==> src/rtl/frame_column_loader_if.sv <==
// Configuration word stream between the bitstream word assembler and the frame loader.
interface frame_column_loader_if;
  logic [31:0] in_data;
  logic        in_valid;
  logic        in_ready;

  modport master (output in_data, output in_valid, input in_ready);
  modport slave  (input in_data, input in_valid, output in_ready);
endinterface

==> src/rtl/frame_column_loader.sv <==
// Turns header+data word packets into per-row FrameData and a single pulsed FrameStrobe bit.
// Optional: define FRAME_CRC_EN to require an XOR check word after the data words.
module frame_column_loader #(
  parameter int unsigned FrameBitsPerRow = 32,
  parameter int unsigned MaxFramesPerCol = 20,
  parameter int unsigned NumRows         = 4,
  parameter int unsigned NumCols         = 4,
  parameter int unsigned StrobeCycles    = 2
) (
  input  logic                                 UserCLK,
  input  logic                                 reset,
  frame_column_loader_if.slave                 cfg,
  output logic [FrameBitsPerRow*NumRows-1:0]   FrameData,
  output logic [MaxFramesPerCol*NumCols-1:0]   FrameStrobe,
  output logic                                 busy,
  output logic [15:0]                          frames_done,
  output logic                                 err_sync,
  output logic                                 err_addr
`ifdef FRAME_CRC_EN
  ,
  output logic                                 err_crc
`endif
);

  localparam int unsigned DataW   = FrameBitsPerRow * NumRows;
  localparam int unsigned StrobeW = MaxFramesPerCol * NumCols;
  localparam int unsigned RowW    = (NumRows > 1) ? $clog2(NumRows) : 1;
  localparam int unsigned SCntW   = (StrobeCycles > 1) ? $clog2(StrobeCycles) : 1;
  localparam logic [7:0]  SyncByte = 8'hA5;

  typedef enum logic [2:0] {
    S_IDLE,
    S_DATA,
    S_CHECK,
    S_STROBE,
    S_GAP
  } state_t;

  state_t              state_q, state_d;
  logic [RowW-1:0]     row_q, row_d;
  logic [SCntW-1:0]    scnt_q, scnt_d;
  logic [7:0]          col_q, col_d;
  logic [7:0]          frame_q, frame_d;
  logic                addr_ok_q, addr_ok_d;
  logic [DataW-1:0]    frame_data_q, frame_data_d;
  logic [StrobeW-1:0]  strobe_q, strobe_d;
  logic [15:0]         done_q, done_d;
  logic                err_sync_q, err_sync_d;
  logic                err_addr_q, err_addr_d;
  logic                in_ready_q, in_ready_d;
  logic                busy_q, busy_d;
  logic                xfer;
  logic                enter_strobe;
  logic [15:0]         strobe_idx;
`ifdef FRAME_CRC_EN
  logic [31:0]         crc_q, crc_d;
  logic                err_crc_q, err_crc_d;
`endif

  assign xfer       = cfg.in_valid && in_ready_q;
  assign strobe_idx = 16'(col_q) * 16'(MaxFramesPerCol) + 16'(frame_q);

  // Next-state, datapath and registered-output computation.
  always_comb begin
    state_d      = state_q;
    row_d        = row_q;
    scnt_d       = scnt_q;
    col_d        = col_q;
    frame_d      = frame_q;
    addr_ok_d    = addr_ok_q;
    frame_data_d = frame_data_q;
    strobe_d     = strobe_q;
    done_d       = done_q;
    err_sync_d   = err_sync_q;
    err_addr_d   = err_addr_q;
    enter_strobe = 1'b0;
`ifdef FRAME_CRC_EN
    crc_d        = crc_q;
    err_crc_d    = err_crc_q;
`endif

    case (state_q)
      S_IDLE: begin
        if (xfer) begin
          if (cfg.in_data[31:24] != SyncByte) begin
            err_sync_d = 1'b1;
          end else begin
            col_d     = cfg.in_data[23:16];
            frame_d   = cfg.in_data[15:8];
            addr_ok_d = (cfg.in_data[23:16] < 8'(NumCols)) &&
                        (cfg.in_data[15:8] < 8'(MaxFramesPerCol));
            if (!addr_ok_d) err_addr_d = 1'b1;
            row_d   = '0;
            state_d = S_DATA;
`ifdef FRAME_CRC_EN
            crc_d   = '0;
`endif
          end
        end
      end

      S_DATA: begin
        if (xfer) begin
          for (int unsigned r = 0; r < NumRows; r++) begin
            if (row_q == RowW'(r)) frame_data_d[r*FrameBitsPerRow +: FrameBitsPerRow] = cfg.in_data;
          end
`ifdef FRAME_CRC_EN
          crc_d = crc_q ^ cfg.in_data;
`endif
          if (row_q == RowW'(NumRows - 1)) begin
`ifdef FRAME_CRC_EN
            state_d = S_CHECK;
`else
            if (addr_ok_q) enter_strobe = 1'b1;
            else           state_d      = S_GAP;
`endif
          end else begin
            row_d = row_q + RowW'(1);
          end
        end
      end

`ifdef FRAME_CRC_EN
      S_CHECK: begin
        if (xfer) begin
          if (cfg.in_data == crc_q && addr_ok_q) begin
            enter_strobe = 1'b1;
          end else begin
            state_d = S_GAP;
            if (cfg.in_data != crc_q) err_crc_d = 1'b1;
          end
        end
      end
`endif

      S_STROBE: begin
        if (scnt_q == SCntW'(StrobeCycles - 1)) begin
          strobe_d = '0;
          state_d  = S_GAP;
        end else begin
          scnt_d = scnt_q + SCntW'(1);
        end
      end

      S_GAP: state_d = S_IDLE;

      default: state_d = S_IDLE;
    endcase

    // Strobe rises on the same edge that loads the last data word.
    if (enter_strobe) begin
      state_d  = S_STROBE;
      strobe_d = StrobeW'(1) << strobe_idx;
      done_d   = done_q + 16'd1;
      scnt_d   = '0;
    end

    in_ready_d = (state_d == S_IDLE) || (state_d == S_DATA) || (state_d == S_CHECK);
    busy_d     = (state_d != S_IDLE);
  end

  always_ff @(posedge UserCLK) begin
    if (reset) begin
      state_q      <= S_IDLE;
      row_q        <= '0;
      scnt_q       <= '0;
      col_q        <= '0;
      frame_q      <= '0;
      addr_ok_q    <= 1'b0;
      frame_data_q <= '0;
      strobe_q     <= '0;
      done_q       <= '0;
      err_sync_q   <= 1'b0;
      err_addr_q   <= 1'b0;
      in_ready_q   <= 1'b0;
      busy_q       <= 1'b0;
`ifdef FRAME_CRC_EN
      crc_q        <= '0;
      err_crc_q    <= 1'b0;
`endif
    end else begin
      state_q      <= state_d;
      row_q        <= row_d;
      scnt_q       <= scnt_d;
      col_q        <= col_d;
      frame_q      <= frame_d;
      addr_ok_q    <= addr_ok_d;
      frame_data_q <= frame_data_d;
      strobe_q     <= strobe_d;
      done_q       <= done_d;
      err_sync_q   <= err_sync_d;
      err_addr_q   <= err_addr_d;
      in_ready_q   <= in_ready_d;
      busy_q       <= busy_d;
`ifdef FRAME_CRC_EN
      crc_q        <= crc_d;
      err_crc_q    <= err_crc_d;
`endif
    end
  end

  assign cfg.in_ready  = in_ready_q;
  assign FrameData     = frame_data_q;
  assign FrameStrobe   = strobe_q;
  assign busy          = busy_q;
  assign frames_done   = done_q;
  assign err_sync      = err_sync_q;
  assign err_addr      = err_addr_q;
`ifdef FRAME_CRC_EN
  assign err_crc       = err_crc_q;
`endif

endmodule

==> src/flat_wrapper.sv <==
// flat-port wrapper written by rule: the top's interface ports become plain ports
module frame_column_loader_flat 
#(
  parameter int unsigned FrameBitsPerRow = 32,
  parameter int unsigned MaxFramesPerCol = 20,
  parameter int unsigned NumRows         = 4,
  parameter int unsigned NumCols         = 4,
  parameter int unsigned StrobeCycles    = 2
)
  (UserCLK, reset, FrameData, FrameStrobe, busy, frames_done, err_sync, err_addr, cfg_in_data, cfg_in_valid, cfg_in_ready);
  frame_column_loader_if cfg_i ();
  input  logic UserCLK;
  input  logic reset;
  output logic [FrameBitsPerRow*NumRows-1:0] FrameData;
  output logic [MaxFramesPerCol*NumCols-1:0] FrameStrobe;
  output logic busy;
  output logic [15:0] frames_done;
  output logic err_sync;
  output logic err_addr;
  input wire logic [$bits(cfg_i.in_data)-1:0] cfg_in_data;
  input wire logic [$bits(cfg_i.in_valid)-1:0] cfg_in_valid;
  output wire logic [$bits(cfg_i.in_ready)-1:0] cfg_in_ready;
  assign cfg_i.in_data = cfg_in_data;
  assign cfg_i.in_valid = cfg_in_valid;
  assign cfg_in_ready = cfg_i.in_ready;
  frame_column_loader #(.FrameBitsPerRow(FrameBitsPerRow), .MaxFramesPerCol(MaxFramesPerCol), .NumRows(NumRows), .NumCols(NumCols), .StrobeCycles(StrobeCycles)) u_core (.UserCLK(UserCLK), .reset(reset), .cfg(cfg_i), .FrameData(FrameData), .FrameStrobe(FrameStrobe), .busy(busy), .frames_done(frames_done), .err_sync(err_sync), .err_addr(err_addr));
endmodule
==> config.mk <==
export PLATFORM = sky130hd
export DESIGN_NAME = frame_column_loader_flat
export DESIGN_NICKNAME = d
export VERILOG_FILES = /design/src/rtl/frame_column_loader_if.sv /design/src/rtl/frame_column_loader.sv /design/src/flat_wrapper.sv
export SDC_FILE = /design/constraint.sdc
export NUM_CORES = 1
export LEC_CHECK = 0
export ABC_AREA = 1
export CAP_MARGIN = 20
export CELL_PAD_IN_SITES_DETAIL_PLACEMENT = 1
export CELL_PAD_IN_SITES_GLOBAL_PLACEMENT = 2
export CORE_ASPECT_RATIO = 2
export CORE_MARGIN = 2
export CORE_UTILIZATION = 25
export CTS_CLUSTER_DIAMETER = 40
export DETAILED_ROUTE_END_ITERATION = 12
export GPL_ROUTABILITY_DRIVEN = 0
export GPL_TIMING_DRIVEN = 0
export PLACE_DENSITY = 0.81
export SYNTH_ARGS = -nofsm -noshare
export SYNTH_HDL_FRONTEND = slang
export SYNTH_SLANG_ARGS = --single-unit
==> constraint.sdc <==
create_clock -name UserCLK -period 2.75 [get_ports UserCLK]
set_input_delay 0.55 -clock UserCLK [delete_from_list [all_inputs] [get_ports UserCLK]]
set_output_delay 0.55 -clock UserCLK [all_outputs]
set_load 0.01 [all_outputs]
==> out/qor.yml, run 1 <==
setup_path:
  max_stage_delay_ns: 0.36
  worst_path_max_delay_cell: "fa_2"
  critPathLaunchType: "register"
  end_kind: "register"
  worst-path-buf-inv: 2
  worstPathRequired_ns: 3.23
  worstPathArrival_ns: 3.70
  path_class: "register to register"
  path_cells: "ha_4 > ha_4 > inv_2 > fa_2 > xnor2_2 > ha_2 > or2_4 > a21oi_2 > nand2_1 > nor2_1 > nand2_1 > nor2_4 > nand4_1 > nor2_4 > buf_4 > nand3_1 > a21oi_1"
  cp_top_family: "simple AND/OR/NAND/NOR gates"
  crit_fanout: 8
drt:
  drtIter0Drc: 295
  wl_um: 41880
  final_antenna_net_count: 0
  viasPerCell: 4.798
  firstDrtPassIters: 4
  drcViolationCount: 0
  vias: 9923
  wl_per_cell_um: 20.25
final_layout:
  seq_area_sq_mm: 0.005035
  final_cell_mix: "261 x clkdlybuf4s50_1, 247 x dfxtp_1, 173 x a21oi_1"
  area_delta_synth_final_pct: 54.93
  multi_input_area_sq_mm: 0.004613
  fin_util: 0.3912
  num-nets-final: 1586
  n_fill_cell: 4563
  layout-drive-gt1-share: 0.1563
  diodes: 0
  final_common_cell: "clkdlybuf4s50_1"
  stdcell_area_sq_mm: 0.01508
timing:
  fin_skew_ns: 0.01410
  slew_violations: 0
  fin_crit_sh: 1.170
  hold_violations: 0
  setup-tns-final_ns: -31.43
  rsz0062_at_grt: "yes"
  worst_pin_slew_ns: 0.8746
  layout_setup_ws_ns: -0.4678
  period_needed_ns: 3.218
  fmax_mhz: 310.8
  relSlewSlack: 0.4170
  setup_viol: 80
grt:
  grt_pass1_wl_um: 62870
  track_usage: 0.2026
  grt.overflow.total: 0
  grt_antenna_before_repair: 0
  grt_max_degree: 15
  grt_pass1_vias: 10630
clocking:
  path_clk_slew_ns: 0.06
  cts_made_buffers: 29
  cts_root_buffer: "clkbuf_16"
  cts.sink_count: 251
  htreeDepth: 1
  clock_latency_ns: 0.56
  cts_hold_buf: 0
  clk_path_buf_depth: 3
  cts_tree: "done"
logic_synthesis:
  async_reset_ff_frac: 0
  yosysTopAreaCell: "dfxtp_1"
  synth.top_cell.area_share: 0.5164
  synthMuxAreaShare: 0
  synth_top_family_by_area: "compound AO/OA/AOI/OAI gates"
  synth-simple-area-share: 0.1822
  yosys_warnings: 0
  yosys.area_share.xor_xnor: 0.004500
  synth.cell_area_sq_mm: 0.009731
  synthAdderAreaFrac: 0.03369
  synth_top_flop_cell: "dfxtp_1"
  ys_ff_latch: 251
  synth_nets: 1256
  seq_area_frac_synth: 0.5164
  postSynthAreaPerCell_sq_um: 8.136
  synthCells: 1196
  synth_compound_area_frac: 0.1933
  synth.top_cells.by_area: "dfxtp_1 52%, a21oi_1 11%, o21ai_0 7.9%"
  ys_types: 35
  synth_edf_count: 0
power:
  power_mw: 7.994
  p_leak_nw: 5.335
  ir_worst_vdd_uv: 514.9
  cellPowerDensity_mw_per_mm2: 530.3
floorplanning:
  initial_utilization: 0.2525
  die_h_um: 283.0
  row_count: 102
  core_sq_mm: 0.03854
  die_w_um: 143.5
  io_pins: 263
  die_area_sq_mm: 0.04061
place:
  port_buffers: 261
  place_area_sq_mm: 0.01305
  dp_hpwl_um: 31970
run:
  drv_cap: 0
run_status:
  violations: "setup timing"
  status: "finished, violations left"
min_path:
  hold_path_class: "register to register"
## sequential cells by signal, summed over array words and instances (netlist names)
name	flops
u_core.FrameData	128
u_core.row_q	2
u_core.FrameStrobe	80
u_core.err_sync	1
u_core.state_q	3
u_core.col_q	8
u_core.frames_done	16
u_core.busy	1
u_core.scnt_q	1
u_core.cfg.in_ready	1
u_core.addr_ok_q	1
u_core.err_addr	1
u_core.frame_q	8
## timing repair
action,in CTS,in global routing
buffers inserted,30,8
pin swaps,49,43
gates resized for setup,75,58
endpoints found under the setup margin,81,80
endpoints found under the hold margin,0,0
## kinds of logic after synthesis
logic type / after synthesis
buffers and inverters: 160
AND/OR/NAND/NOR: 383
adder cells (fa/ha/maj): 25
XOR/XNOR: 5
AO/OA/AOI/OAI: 372
flip-flops: 251
## routing by layer
metal | GRT usage | wire length [um] | up-vias
li1 | - | - | 4737
met1 | 0.1869 | 13790 | 4799
met2 | 0.4075 | 23950 | 295
met3 | 0.03481 | 1980 | 92
met4 | 0.1005 | 2161 | 0
met5 | 0 | 0 | -
## final timing paths
kind,from,end,cells after the start,slack [ns]
setup reg to reg,u_core.col_q[3]$_SDFFE_PP0P_,u_core.FrameStrobe[52]$_SDFFE_PP0P_,17,-0.47
hold reg to reg,u_core.FrameStrobe[40]$_SDFFE_PP0P_,u_core.FrameStrobe[40]$_SDFFE_PP0P_,2,0.46
hold / removal,u_core.FrameStrobe[40]$_SDFFE_PP0P_,u_core.FrameStrobe[40]$_SDFFE_PP0P_,2,0.46
setup / recovery,u_core.col_q[3]$_SDFFE_PP0P_,u_core.FrameStrobe[52]$_SDFFE_PP0P_,17,-0.47
## area by class of cell
type	instances	share of cell area
clock inverters	20	0.01635
plain buffers	79	0.02589
clock buffers	33	0.05121
well taps	520	0.04316
repair buffers	299	0.2033
flip-flops and latches	251	0.3340
multi-input cells	785	0.3060
inverters	81	0.02017
## stage by stage
step           setup slack (ns)  hold slack [ns]  cells
2_1_floorplan          -0.01316           0.4701   1196
3_3_place_gp            -0.6415           0.4546   1977
5_1_grt                 -0.6037           0.4834   2068
4_1_cts                 -0.4784           0.4657   2060
6_report                -0.4678           0.4611   2068
3_5_place_dp            -0.6921           0.4561   1977
## cell usage after synthesis, types with 3 or more instances
library cell and instances:
dfxtp_1 251, a21oi_1 211, o21ai_0 153, nand2_1 132
nor2_1 94, inv_1 75, nand3_1 69, clkbuf_1 50
nand4_1 44, ha_1 23, nor2_2 19, buf_2 15
nor3_1 7, a211oi_1 4, buf_4 4, clkinv_1 4
buf_1 3, buf_6 3, dlygate4sd3_1 3, nand2_2 3
nor2_4 3, nor3b_1 3, nor4_1 3, or2_2 3
xor2_1 3
## worst register-to-register path, stage by stage, from the launching register on
cell	delay, ns
dfxtp_4	0.35
ha_4	0.27
ha_4	0.12
inv_2	0.04
fa_2	0.36
xnor2_2	0.14
ha_2	0.17
or2_4	0.23
a21oi_2	0.10
nand2_1	0.09
nor2_1	0.12
nand2_1	0.09
nor2_4	0.19
nand4_1	0.24
nor2_4	0.27
buf_4	0.15
nand3_1	0.06
a21oi_1	0.15
## power breakdown
group	total, mW	internal, mW	switching, mW
combinational	0.232	0.0759	0.156
clock	4.13	2.42	1.70
sequential	3.64	3.63	0.00229
Power figures use the tool's default switching activity.
==> run 2: changes to the inputs <==
--- a/config.mk
+++ b/config.mk
@@ -9,7 +9,6 @@
 export CAP_MARGIN = 20
 export CELL_PAD_IN_SITES_DETAIL_PLACEMENT = 1
 export CELL_PAD_IN_SITES_GLOBAL_PLACEMENT = 2
-export CORE_ASPECT_RATIO = 2
 export CORE_MARGIN = 2
 export CORE_UTILIZATION = 25
 export CTS_CLUSTER_DIAMETER = 40
==> run 2 against run 1 <==
The flow still finishes with violations (setup timing); final cell count increased by 1.3%; routed wire length decreased by 3.8%; clock skew increased by 0.024 ns; largest power group unchanged.
==> out/qor.yml, run 2 (synthesis gave the netlist of run 1 again) <==
drt:
  drcViolationCount: 0  # unchanged
  wl_um: 40280  # -3.8%
  viasPerCell: 4.759  # -0.82%
  wl_per_cell_um: 19.23  # -5.1%
  drtIter0Drc: 348  # +18%
  final_antenna_net_count: 0  # unchanged
  firstDrtPassIters: 4  # unchanged
  vias: 9970  # +0.47%
final_layout:
  layout-drive-gt1-share: 0.1726  # +0.01626
  fin_cells: 2095  # +1.3%
  seq_area_sq_mm: 0.005036  # about the same
  final_common_cell: "clkdlybuf4s50_1"
  largest_reg_flops: 128  # unchanged
  area_delta_synth_final_pct: 59.46
  num-nets-final: 1602  # +1.0%
  final_cell_mix: "261 x clkdlybuf4s50_1, 246 x dfxtp_1, 171 x a21oi_1"
  multi_input_area_sq_mm: 0.004578  # -0.76%
  n_fill_cell: 4530  # -0.72%
power:
  seq_power_share: 0.386  # -0.069
  p_sw_frac: 0.2385  # +0.005677
  cellPowerDensity_mw_per_mm2: 608.2  # +15%
  power_switching_mw: 2.251  # +21%
  ir_worst_vdd_uv: 392.7  # -24%
  clkPwrFrac: 0.590  # +0.074
  power_mw: 9.437  # +18%
  p_leak_nw: 5.591  # +4.8%
  power_frac_comb: 0.024  # -0.005
  internal_power_mw: 7.186  # +17%
setup_path:
  worstPathRequired_ns: 3.21  # -0.02 ns
  critPathLaunchType: "register"
  path_class: "register to register"
  end_kind: "register"
  reg2reg_from: "u_core.col_q[1]$_SDFFE_PP0P_"
  worstPathArrival_ns: 3.70  # about the same
  timing.reg2reg.setup_slack_ns: -0.49  # -0.02 ns
  ff2ff_path_depth: 17  # unchanged
  r2r_end: "u_core.FrameStrobe[28]$_SDFFE_PP0P_"
  crit_fanout: 8  # unchanged
place:
  dp_hpwl_um: 29130  # -8.9%
  place_ws_ns: -0.6065  # +0.08562 ns
  dp_cells: 1975  # -0.10%
  port_buffers: 261  # unchanged
clocking:
  clk_path_buf_depth: 3  # unchanged
  cts.sink_count: 251  # unchanged
  cts_tree: "done"
  cts_made_buffers: 43  # +48%
  clock_latency_ns: 0.56  # about the same
  htreeDepth: 2  # +1
  cts_root_buffer: "clkbuf_16"
  path_clk_slew_ns: 0.05  # about the same
floorplanning:
  initial_utilization: 0.2524  # about the same
  row_count: 72  # -29%
  die_w_um: 201.3  # +40%
  die_area_sq_mm: 0.04052  # -0.24%
  core_sq_mm: 0.03856  # about the same
  io_pins: 263  # unchanged
  die_h_um: 201.3  # -29%
grt:
  grt_max_degree: 14  # -1
  track_usage: 0.1912  # -0.01140
  grt.overflow.total: 0  # unchanged
  grt_pass1_vias: 10470  # -1.5%
  grt_antenna_before_repair: 3  # +3
  grt_pass1_wl_um: 60930  # -3.1%
timing:
  fin_skew_ns: 0.03826  # +0.02416 ns
  layout_setup_ws_ns: -0.4867  # -0.01894 ns
  rsz0062_at_grt: "yes"
  setup_viol: 80  # unchanged
  relSlewSlack: 0.4997  # +0.08279
  hold_violations: 0  # unchanged
  period_needed_ns: 3.237  # +0.01894 ns
  worst_pin_slew_ns: 0.7479  # -0.1267 ns
  fin_crit_sh: 1.177  # +0.006888
  fmax_mhz: 309.0  # -0.59%
  hold_ws_ns: 0.4662  # +0.005141 ns
  slew_violations: 0  # unchanged
run:
  drv_cap: 0  # unchanged
min_path:
  hp-start: "u_core.FrameStrobe[57]$_SDFFE_PP0P_"
  holdPathStages: 2  # unchanged
  whs_endpoint: "u_core.FrameStrobe[57]$_SDFFE_PP0P_"
  hold_path_class: "register to register"
run_status:
  status: "finished, violations left"
  violations: "setup timing"
[run 2: changes by cell type in the layout (fill, tap and decap cells not counted), moves of 3 or more]
cell | before | now
buf_4 | 24 | 18
nand3_4 | 9 | 2
clkinv_2 | 5 | 8
buf_6 | 15 | 27
nand2_1 | 123 | 128
inv_6 | 2 | 6
buf_12 | 10 | 5
clkbuf_16 | 30 | 43
nand2_2 | 12 | 7
nand3_1 | 36 | 32
nand3_2 | 24 | 35
[run 2: what timing repair did]
item | CTS | global route
endpoints found under the setup margin | 80 | 82
pin swaps | 42 | 47
cloned | 0 | 1
hold buffers | 0 | 0
buffers inserted | 29 | 10
gates resized for setup | 81 | 59
[run 2: metal layers]
layer  global-route usage  wire, um
met5                    0        23
met4              0.05935      1170
met3              0.07580      3854
met2               0.3113     18360
met1               0.2318     16870
[run 2: layout make-up]
type                            instances  area share
Inverter                               81     0.01960
Tap cell                              518     0.04177
Multi-Input combinational cell        785      0.2951
Antenna cell                            1   0.0001613
Buffer                                 79     0.02516
Timing Repair Buffer                  301      0.1972
Sequential cell                       251      0.3246
Clock inverter                         32     0.02492
Clock buffer                           47     0.07161
[run 2: worst max-delay path by stage]
| stage | start | to | slack [ns] |
|---|---|---|---|
| finish | u_core.col_q[1]$_SDFFE_PP0P_ | u_core.FrameStrobe[28]$_SDFFE_PP0P_ | -0.49 |
| global route | u_core.col_q[1]$_SDFFE_PP0P_ | u_core.FrameStrobe[42]$_SDFFE_PP0P_ | -0.58 |
| CTS | u_core.col_q[3]$_SDFFE_PP0P_ | u_core.FrameStrobe[78]$_SDFFE_PP0P_ | -0.44 |
| detailed placement | u_core.col_q[1]$_SDFFE_PP0P_ | u_core.FrameStrobe[72]$_SDFFE_PP0P_ | -0.61 |
| global placement | u_core.col_q[3]$_SDFFE_PP0P_ | u_core.FrameStrobe[72]$_SDFFE_PP0P_ | -0.58 |
| floorplan | u_core.col_q[1]$_SDFFE_PP0P_ | u_core.FrameStrobe[72]$_SDFFE_PP0P_ | -0.01 |
[run 2: critical path, cell delays in order (launching register included)]
cell	delay [ns]
dfxtp_4	0.35
ha_4	0.27
ha_4	0.12
inv_2	0.03
fa_2	0.39
xnor2_2	0.15
ha_2	0.17
or2_4	0.22
a21oi_2	0.11
nand2_1	0.06
nor2_1	0.08
nand2_1	0.09
nor2_4	0.19
nand4_1	0.27
nor2_4	0.30
buf_6	0.15
nand3_2	0.06
a21oi_2	0.14
[run 2: through the flow]
| stage | area, sq um | TNS, ns | util |
|---|---|---|---|
| after detailed placement | 13050 | -46.35 | 0.3385 |
| after global routing | 15520 | -39.87 | 0.4024 |
| after global placement | 13050 | -40.92 | 0.3385 |
| after CTS | 15170 | -28.98 | 0.3935 |
| final | 15520 | -28.72 | 0.4024 |
| after floorplan | 9791 | -0.01316 | - |
[run 2: power groups by stage]
stage	sequential [mW]	combinational (mW)	clock [mW]
floorplan	3.72	0.0924	0
global placement	3.72	0.217	0
detailed placement	3.72	0.218	0
CTS	3.64	0.221	5.64
global route	3.64	0.245	5.82
finish	3.64	0.226	5.57
==> run 3: changes to the inputs <==
--- a/config.mk
+++ b/config.mk
@@ -8,14 +8,14 @@
 export ABC_AREA = 1
 export CAP_MARGIN = 20
 export CELL_PAD_IN_SITES_DETAIL_PLACEMENT = 1
-export CELL_PAD_IN_SITES_GLOBAL_PLACEMENT = 2
+export CELL_PAD_IN_SITES_GLOBAL_PLACEMENT = 1
 export CORE_MARGIN = 2
-export CORE_UTILIZATION = 25
+export CORE_UTILIZATION = 32
 export CTS_CLUSTER_DIAMETER = 40
 export DETAILED_ROUTE_END_ITERATION = 12
 export GPL_ROUTABILITY_DRIVEN = 0
 export GPL_TIMING_DRIVEN = 0
-export PLACE_DENSITY = 0.81
+export PLACE_DENSITY = 0.82
 export SYNTH_ARGS = -nofsm -noshare
 export SYNTH_HDL_FRONTEND = slang
 export SYNTH_SLANG_ARGS = --single-unit
==> run 3 against run 2 <==
Setup slack got worse by 0.098 ns; register-to-register slack got worse by 0.098 ns; critical endpoint is now u_core.FrameStrobe[0]$_SDFFE_PP0P_; the run still ends with setup timing left; largest cell class unchanged; first-iteration DRC count increased by 84%; routed wire length increased by 3.9%; hold slack got worse by 0.0050 ns.
==> out/qor.yml, run 3 (synthesis gave the netlist of run 1 again) <==
run_status:
  status: "finished, violations left"
  violations: "setup timing"
grt:
  grt_antenna_before_repair: 1  # -2
  grt.overflow.total: 0  # unchanged
  grtUsageMet1: 0.2753  # +0.04348
  grt_pass1_wl_um: 61210  # +0.46%
  grt_max_degree: 13  # -1
  met3_usage: 0.08994  # +0.01414
  track_usage: 0.2494  # +0.05820
  grt_pass1_vias: 10990  # +5.0%
  use_met2: 0.4397  # +0.1284
  top_usage_layer: "met2"
timing:
  period_needed_ns: 3.335  # +0.09843 ns
  rsz0062_at_grt: "yes"
  fin_skew_ns: 0.03224  # -0.006019 ns
  worst_pin_slew_ns: 0.8613  # +0.1134 ns
  setup-tns-final_ns: -31.04  # -2.315 ns
  slew_violations: 0  # unchanged
  hold_ws_ns: 0.4612  # -0.004987 ns
  relSlewSlack: 0.4205  # -0.07921
  fmax_mhz: 299.8  # -3.0%
  setup_viol: 80  # unchanged
  fin_crit_sh: 1.213  # +0.03579
  hold_violations: 0  # unchanged
  layout_setup_ws_ns: -0.5851  # -0.09843 ns
place:
  dp_hpwl_um: 28220  # -3.1%
  place_area_sq_mm: 0.01289  # -1.2%
  port_buffers: 261  # unchanged
  place_ws_ns: -0.5403  # +0.06619 ns
setup_path:
  crit_fanout: 8  # unchanged
  end_kind: "register"
  worstPathRequired_ns: 3.19  # -0.02 ns
  worstPathArrival_ns: 3.77  # +0.07 ns
  path_class: "register to register"
  critPathLaunchType: "register"
clocking:
  htreeDepth: 2  # unchanged
  cts.sink_count: 251  # unchanged
  clk_path_buf_depth: 3  # unchanged
  cts_hold_buf: 0  # unchanged
  path_clk_slew_ns: 0.05  # about the same
  cts_root_buffer: "clkbuf_16"
  clock_latency_ns: 0.53  # -0.03 ns
  cts_tree: "done"
  cts_made_buffers: 37  # -14%
final_layout:
  n_fill_cell: 3504  # -23%
  multi_input_area_sq_mm: 0.004533  # -0.98%
  layout-drive-gt1-share: 0.1588  # -0.01375
  final_common_cell: "clkdlybuf4s50_1"
  seq_area_sq_mm: 0.005031  # about the same
  stdcell_area_sq_mm: 0.01495  # -3.6%
  area_delta_synth_final_pct: 53.65
  largest_reg_flops: 128  # unchanged
  final_cell_mix: "261 x clkdlybuf4s50_1, 248 x dfxtp_1, 169 x a21oi_1"
  num-nets-final: 1587  # -0.94%
floorplanning:
  die_h_um: 178.4  # -11%
  initial_utilization: 0.3266  # +0.07420
  row_count: 63  # -13%
  die_w_um: 178.4  # -11%
  io_pins: 263  # unchanged
  core_sq_mm: 0.02980  # -23%
  die_area_sq_mm: 0.03182  # -21%
drt:
  vias: 10390  # +4.2%
  drtIter0Drc: 641  # +84%
  wl_per_cell_um: 21.51  # +12%
  firstDrtPassIters: 5  # +1
  final_antenna_net_count: 0  # unchanged
  wl_um: 41870  # +3.9%
  drcViolationCount: 0  # unchanged
  viasPerCell: 5.340  # +12%
min_path:
  hold_path_class: "register to register"
power:
  ir_worst_vdd_uv: 393.8  # +0.27%
  cellPowerDensity_mw_per_mm2: 580.0  # -4.6%
  p_leak_nw: 5.393  # -3.5%
run:
  drv_cap: 0  # unchanged
[run 3: what timing repair did]
action	CTS	global route
setup buffers	20	11
resized for setup	75	53
hold endpoints to repair	0	0
setup endpoints to repair	80	80
pin swaps	43	35
[run 3: layout make-up]
| cell class | instances | share of cell area |
|---|---|---|
| well taps | 390 | 0.03264 |
| diodes | 1 | 0.0001674 |
| clock buffers | 44 | 0.06703 |
| plain buffers | 79 | 0.02611 |
| flip-flops and latches | 251 | 0.3365 |
| inverters | 81 | 0.02034 |
| multi-input cells | 785 | 0.3032 |
| clock inverters | 23 | 0.01699 |
| repair buffers | 292 | 0.1970 |
[run 3: final timing paths]
check	start	to	slack (ns)	cells past startpoint
worst min register to register	u_core.FrameStrobe[0]$_SDFFE_PP0P_	u_core.FrameStrobe[0]$_SDFFE_PP0P_	0.46	2
worst min-delay path	u_core.FrameStrobe[0]$_SDFFE_PP0P_	u_core.FrameStrobe[0]$_SDFFE_PP0P_	0.46	2
worst max-delay path	u_core.col_q[3]$_SDFFE_PP0P_	u_core.FrameStrobe[0]$_SDFFE_PP0P_	-0.59	16
worst max register to register	u_core.col_q[3]$_SDFFE_PP0P_	u_core.FrameStrobe[0]$_SDFFE_PP0P_	-0.59	16
[run 3: per-layer routing]
metal,vias up,routed length [um],part of all wire
li1,4745,-,-
met2,425,20510,0.49
met3,117,4086,0.098
met1,5105,15640,0.37
met5,-,0,0
met4,0,1630,0.039
[run 3: critical path, cell delays in order, from the launching register on]
cell and delay (ns):
dfxtp_2 0.34, ha_4 0.28, ha_4 0.13, inv_2 0.03
fa_2 0.35, xnor2_1 0.16, ha_2 0.19, or2_4 0.22
a21oi_2 0.10, nand2_1 0.06, nor2_1 0.10, nand2_1 0.09
nor2_4 0.19, nand4_1 0.28, nor2_4 0.30, nand4_1 0.25
a21oi_1 0.18
[run 3: power by group]
part,internal [mW],total [mW],switching [mW],leakage [nW]
registers,3.64,3.64,0.00168,2.02
logic,0.0751,0.233,0.158,2.76
clock network,2.93,4.80,1.87,0.607
[run 3: stage by stage]
stage          std cells  utilization  power [mW]
6_report            1946       0.5018       8.671
5_1_grt             1945       0.5017       8.899
4_1_cts             1934       0.4911       8.665
3_5_place_dp        1847       0.4326       3.937
3_3_place_gp        1847       0.4326       3.932
2_1_floorplan       1196            -       3.812
